### config.mk
export PLATFORM = sky130hd
export DESIGN_NAME = mem_stage
export DESIGN_NICKNAME = d
export VERILOG_FILES = /design/src/rtl/mips_mem_pkg.sv /design/src/rtl/mem_lane_align.sv /design/src/rtl/mem_stage.sv
export SDC_FILE = /design/constraint.sdc
export NUM_CORES = 1
export LEC_CHECK = 0
export BUFFER_PORTS_ARGS = -buffer_cell sky130_fd_sc_hd__buf_2
export CAP_MARGIN = 20
export CORE_AREA = 2 2 80 82
export DETAILED_ROUTE_END_ITERATION = 10
export DIE_AREA = 0 0 82 84
export PLACE_DENSITY = 0.78
export SYNTH_ARGS = -nofsm -noshare
export SYNTH_HDL_FRONTEND = slang
export SYNTH_SLANG_ARGS = --single-unit
### constraint.sdc
create_clock -name clk -period 1.67 [get_ports clk]
set_input_delay 0.334 -clock clk [delete_from_list [all_inputs] [get_ports clk]]
set_output_delay 0.334 -clock clk [all_outputs]
set_load 0.02 [all_outputs]
### src/rtl/mips_mem_pkg.sv
// Shared encodings for the MEM pipeline stage: access sizes, controller states,
// and byte-enable patterns.
package mips_mem_pkg;

    localparam logic [1:0] MEMSIZE_WORD = 2'b00;
    localparam logic [1:0] MEMSIZE_HALF = 2'b01;
    localparam logic [1:0] MEMSIZE_BYTE = 2'b10;

    typedef enum logic [1:0] {
        ST_IDLE   = 2'b00,
        ST_ACCESS = 2'b01,
        ST_DONE   = 2'b10
    } mem_state_t;

    localparam logic [3:0] BE_WORD    = 4'b1111;
    localparam logic [3:0] BE_HALF_LO = 4'b0011;
    localparam logic [3:0] BE_HALF_HI = 4'b1100;
    localparam logic [3:0] BE_BYTE0   = 4'b0001;

    function automatic logic [3:0] byte_be(input logic [1:0] lane);
        return BE_BYTE0 << lane;
    endfunction

endpackage

### src/rtl/mem_lane_align.sv
// Little-endian lane steering for the data port: store replication, byte enables,
// load extract/extend and alignment detection. Sub-word support under MEM_SUBWORD_EN.
module mem_lane_align
    import mips_mem_pkg::*;
(
    input  logic [1:0]  i_memsize,
    input  logic        i_memunsigned,
    input  logic [1:0]  i_addr_lo,
    input  logic [31:0] i_wdata,
    input  logic [31:0] i_rdata,
    output logic [31:0] o_wdata,
    output logic [3:0]  o_be,
    output logic [31:0] o_rdata,
    output logic        o_misalign
);

`ifdef MEM_SUBWORD_EN
    logic [7:0]  w_byte;
    logic [15:0] w_half;

    always_comb begin
        o_wdata    = i_wdata;
        o_be       = BE_WORD;
        o_rdata    = i_rdata;
        o_misalign = 1'b0;
        w_byte     = 8'h00;
        case (i_addr_lo)
            2'd0:    w_byte = i_rdata[7:0];
            2'd1:    w_byte = i_rdata[15:8];
            2'd2:    w_byte = i_rdata[23:16];
            default: w_byte = i_rdata[31:24];
        endcase
        w_half = i_addr_lo[1] ? i_rdata[31:16] : i_rdata[15:0];
        case (i_memsize)
            MEMSIZE_BYTE: begin
                o_wdata = {4{i_wdata[7:0]}};
                o_be    = byte_be(i_addr_lo);
                o_rdata = i_memunsigned ? {24'h0, w_byte} : {{24{w_byte[7]}}, w_byte};
            end
            MEMSIZE_HALF: begin
                o_wdata    = {2{i_wdata[15:0]}};
                o_be       = i_addr_lo[1] ? BE_HALF_HI : BE_HALF_LO;
                o_rdata    = i_memunsigned ? {16'h0, w_half} : {{16{w_half[15]}}, w_half};
                o_misalign = i_addr_lo[0];
            end
            default: begin
                o_misalign = |i_addr_lo;
            end
        endcase
    end
`else
    // Word-only build: size and signedness controls have no effect.
    logic w_unused_cfg;
    assign w_unused_cfg = ^{i_memsize, i_memunsigned};

    assign o_wdata    = i_wdata;
    assign o_be       = BE_WORD;
    assign o_rdata    = i_rdata;
    assign o_misalign = |i_addr_lo;
`endif

endmodule

### src/rtl/mem_stage.sv
// MEM pipeline stage: sequences one data-memory access per load/store and stalls
// the front of the pipe until it completes. Sub-word accesses need MEM_SUBWORD_EN.
//
// state     | meaning
// ST_IDLE   | no access in flight; an aligned load/store starts one
// ST_ACCESS | request held on the data port until dmem_ack
// ST_DONE   | one cycle, stall released so MEM/WB captures read_data_M
module mem_stage
    import mips_mem_pkg::*;
(
    input  logic        clk,
    input  logic        reset,
    input  logic        memread_M,
    input  logic        memwrite_M,
    input  logic [1:0]  memsize_M,
    input  logic        memunsigned_M,
    input  logic [31:0] aluout_M,
    input  logic [31:0] writedata_M,
    output logic        dmem_req,
    output logic        dmem_we,
    output logic [31:0] dmem_addr,
    output logic [31:0] dmem_wdata,
    output logic [3:0]  dmem_be,
    input  logic        dmem_ack,
    input  logic [31:0] dmem_rdata,
    output logic [31:0] read_data_M,
    output logic        stall_M,
    output logic        misalign_M
);

    mem_state_t  r_state;
    mem_state_t  w_state_nxt;
    logic [31:0] r_read_data;
    logic [31:0] w_load_data;
    logic        w_memop;
    logic        w_misalign_raw;
    logic        w_capture;

    mem_lane_align u_lane (
        .i_memsize     (memsize_M),
        .i_memunsigned (memunsigned_M),
        .i_addr_lo     (aluout_M[1:0]),
        .i_wdata       (writedata_M),
        .i_rdata       (dmem_rdata),
        .o_wdata       (dmem_wdata),
        .o_be          (dmem_be),
        .o_rdata       (w_load_data),
        .o_misalign    (w_misalign_raw)
    );

    assign w_memop    = memread_M | memwrite_M;
    assign misalign_M = w_memop & w_misalign_raw;
    assign dmem_addr  = {aluout_M[31:2], 2'b00};
    assign w_capture  = (r_state == ST_ACCESS) & dmem_ack & memread_M;

    // A faulting access reports zero; the captured value survives for later reads.
    assign read_data_M = misalign_M ? 32'h0 : r_read_data;

    always_ff @(posedge clk) begin
        if (reset) begin
            r_state     <= ST_IDLE;
            r_read_data <= 32'h0;
        end else begin
            r_state <= w_state_nxt;
            if (w_capture) begin
                r_read_data <= w_load_data;
            end
        end
    end

    always_comb begin
        w_state_nxt = r_state;
        dmem_req    = 1'b0;
        dmem_we     = 1'b0;
        stall_M     = 1'b0;
        case (r_state)
            ST_IDLE: begin
                if (w_memop && !w_misalign_raw) begin
                    stall_M     = 1'b1;
                    w_state_nxt = ST_ACCESS;
                end
            end
            ST_ACCESS: begin
                dmem_req = 1'b1;
                dmem_we  = memwrite_M;
                stall_M  = 1'b1;
                if (dmem_ack) begin
                    w_state_nxt = ST_DONE;
                end
            end
            ST_DONE: begin
                w_state_nxt = ST_IDLE;
            end
            default: begin
                w_state_nxt = ST_IDLE;
            end
        endcase
    end

endmodule

==> reports/qor.yml <==
pwr:
  power_w: 0.00174
  p_per_area_mw_per_mm2: 825
  peakVddDrop_v: 0.000344
  p_leak_nw: 0.943
clock_network:
  clkTransAtPathRegs_ns: 0.07
  h-tree-depth: 2
  clk_latency_ns: 0.28
  holdBufCountCts: 0
  clock_sinks: 34
  clk_path_buf_depth: 2
  cts_made_buffers: 5
  root_buffer: "clkbuf_8"
  cts_tree: "built"
  cts_setup_buffers: 0
  cts_resized: 0
global_routing:
  grt_pass1_wl_microns: 6600
  grt_overflow: 0
  grt_max_degree: 21
  track_usage_pct: 12.2
  antenna_found_initial: 0
  first_global_vias: 1532
cells_and_area:
  fillers: 668
  final_cell_area_sq_mm: 0.00210
  drive_gt1_share_pct: 43.8
  area_growth_pct: 3.07
  nNetsFinal: 375
  antenna_cells: 0
  fin_util_pct: 34.5
yosys:
  ys_warn_count: 0
  avgSynthCellArea_sq_um: 7.85
  synth_top_area_share_pct: 33.4
  yosysUniqueCellTypes: 20
  syn_inst: 260
  syn-cell-area_sq_mm: 0.00204
  synth_area_leader_cell: "dfxtp_1"
  ys_seq_elements: 34
  synth-seq-area-share_pct: 33.4
  yosys-top-cells-area: "dfxtp_1 (33%), buf_4 (25%), nand2_1 (12%)"
floorplanning:
  initial_core_util_pct: 33.5
  die_w_microns: 82
  num_rows: 29
  die_h_microns: 84
  ios: 208
  core_sq_mm: 0.00610
  die_area_sq_mm: 0.00689
place:
  finalWeightedCongestion: 0.669
  numPortBuffers: 74
  dpl.hpwl_microns: 3040
  place_area_sq_mm: 0.00199
detailed_routing:
  drt_iter0_markers: 33
  routed_via_density: 4.41
  drtAntennaViolNets: 0
  num_vias: 1540
  first_pass_iters: 4
  drc: 0
  wl_per_cell_microns: 11.3
  routed_wl_microns: 3960
timing:
  timing.final.crit_share_pct: 92.1
  rsz0062_at_grt: "no"
  maxSlewViolCount: 0
  finalHoldViolations: 0
  max_freq_mhz: 650
  fin_crit_ns: 1.54
  skew_ns: 0.00744
  finalSetupViolCount: 0
  setup-tns-final_ns: 0
worst_hold_path:
  hp-class: "primary input to flip-flop"
  holdPathStages: 3
worst_setup_path:
  cp.required_ns: 1.34
  critPathArrivalTime_ns: 1.20
  crit_fanout: 19
  critPathLaunchType: "primary input"
  path_class: "primary input to output pin"
  reg2regPathDepth: 4
  r2r_slack_ns: 0.52
  end_kind: "output pin"
run:
  drv_cap: 0
status:
  status: "finished clean"
per-layer routing:
layer  routed length (microns)  share of wire, %  global-route usage, %
met2                      1820                46                   20.3
met4                       169               4.3                   7.73
met1                      1560                39                   12.3
met5                         0                 0                      0
met3                       416                11                   4.98
per-stage QoR:
stage               hold WS (ns)  cells  setup WS [ns]
floorplan                  0.432    264          0.257
global placement           0.438    341          0.136
detailed placement         0.443    341          0.122
CTS                        0.274    349          0.120
global route               0.278    349         0.0206
finish                     0.288    349          0.132
worst paths after layout:
kind                                      start         endpoint
worst min register to register  r_read_data[10]  r_read_data[10]
worst max-delay path                  memread_M  read_data_M[31]
worst min-delay path             dmem_rdata[27]  r_read_data[27]
worst max register to register       r_state[1]   r_read_data[3]
cell type report:
cell class / count / area (sq um) / area share [%]
Tap cell: 77 / 96.3 / 4.58
Clock buffer: 5 / 68.8 / 3.27
Sequential cell: 34 / 681 / 32.4
Timing Repair Buffer: 82 / 430 / 20.5
Clock inverter: 3 / 40.0 / 1.90
Inverter: 2 / 7.51 / 0.357
Multi-Input combinational cell: 146 / 779 / 37.1
cell families after synthesis:
kind of cell           Yosys count  synth area share [%]
other                            2                 0.368
DFF                             34                  33.4
AOI/OAI and AO/OA               36                  12.0
buffers and inverters           84                  29.5
and+or+nand+nor                104                  24.8
sequential cells by signal (all words and copies together), names as in the netlist:
| name | cells |
|---|---|
| r_read_data | 32 |
| r_state | 2 |
critical path: stages:
cell and delay [ns]:
buf_2 0.12, o22ai_2 0.20, buf_4 0.23, and2_2 0.15, buf_2 0.15
cells in the final DEF (no fill, tap or decap), drive strengths merged, types with 2 or more instances in the layout:
| master | n |
|---|---|
| nor2 | 2 |
| clkbuf | 5 |
| nand2 | 65 |
| dfxtp | 34 |
| clkinv | 2 |
| and2 | 33 |
| a21oi | 33 |
| conb | 6 |
| inv | 2 |
| buf | 82 |
synthesized netlist by cell type:
master,number
nand2_1,65
o41ai_1,1
conb_1,2
a21oi_1,17
inv_1,2
o22ai_1,1
and4b_1,1
a21oi_2,16
o21ai_0,1
and2_2,12
nor2_1,2
and2_1,21
nand4b_1,1
buf_6,3
or4_1,1
buf_4,69
clkbuf_1,6
nor2b_1,1
dfxtp_1,34
buf_2,4
power by group:
group	internal (W)	switching (W)	total (W)	leakage (nW)
Clock	0.000439	0.000299	0.000738	0.0579
Combinational	0.0000665	0.000102	0.000168	0.611
Sequential	0.000823	0.00000622	0.000829	0.274
Total	0.00133	0.000407	0.00174	0.943
No activity file was read; power rests on OpenSTA's default activity.
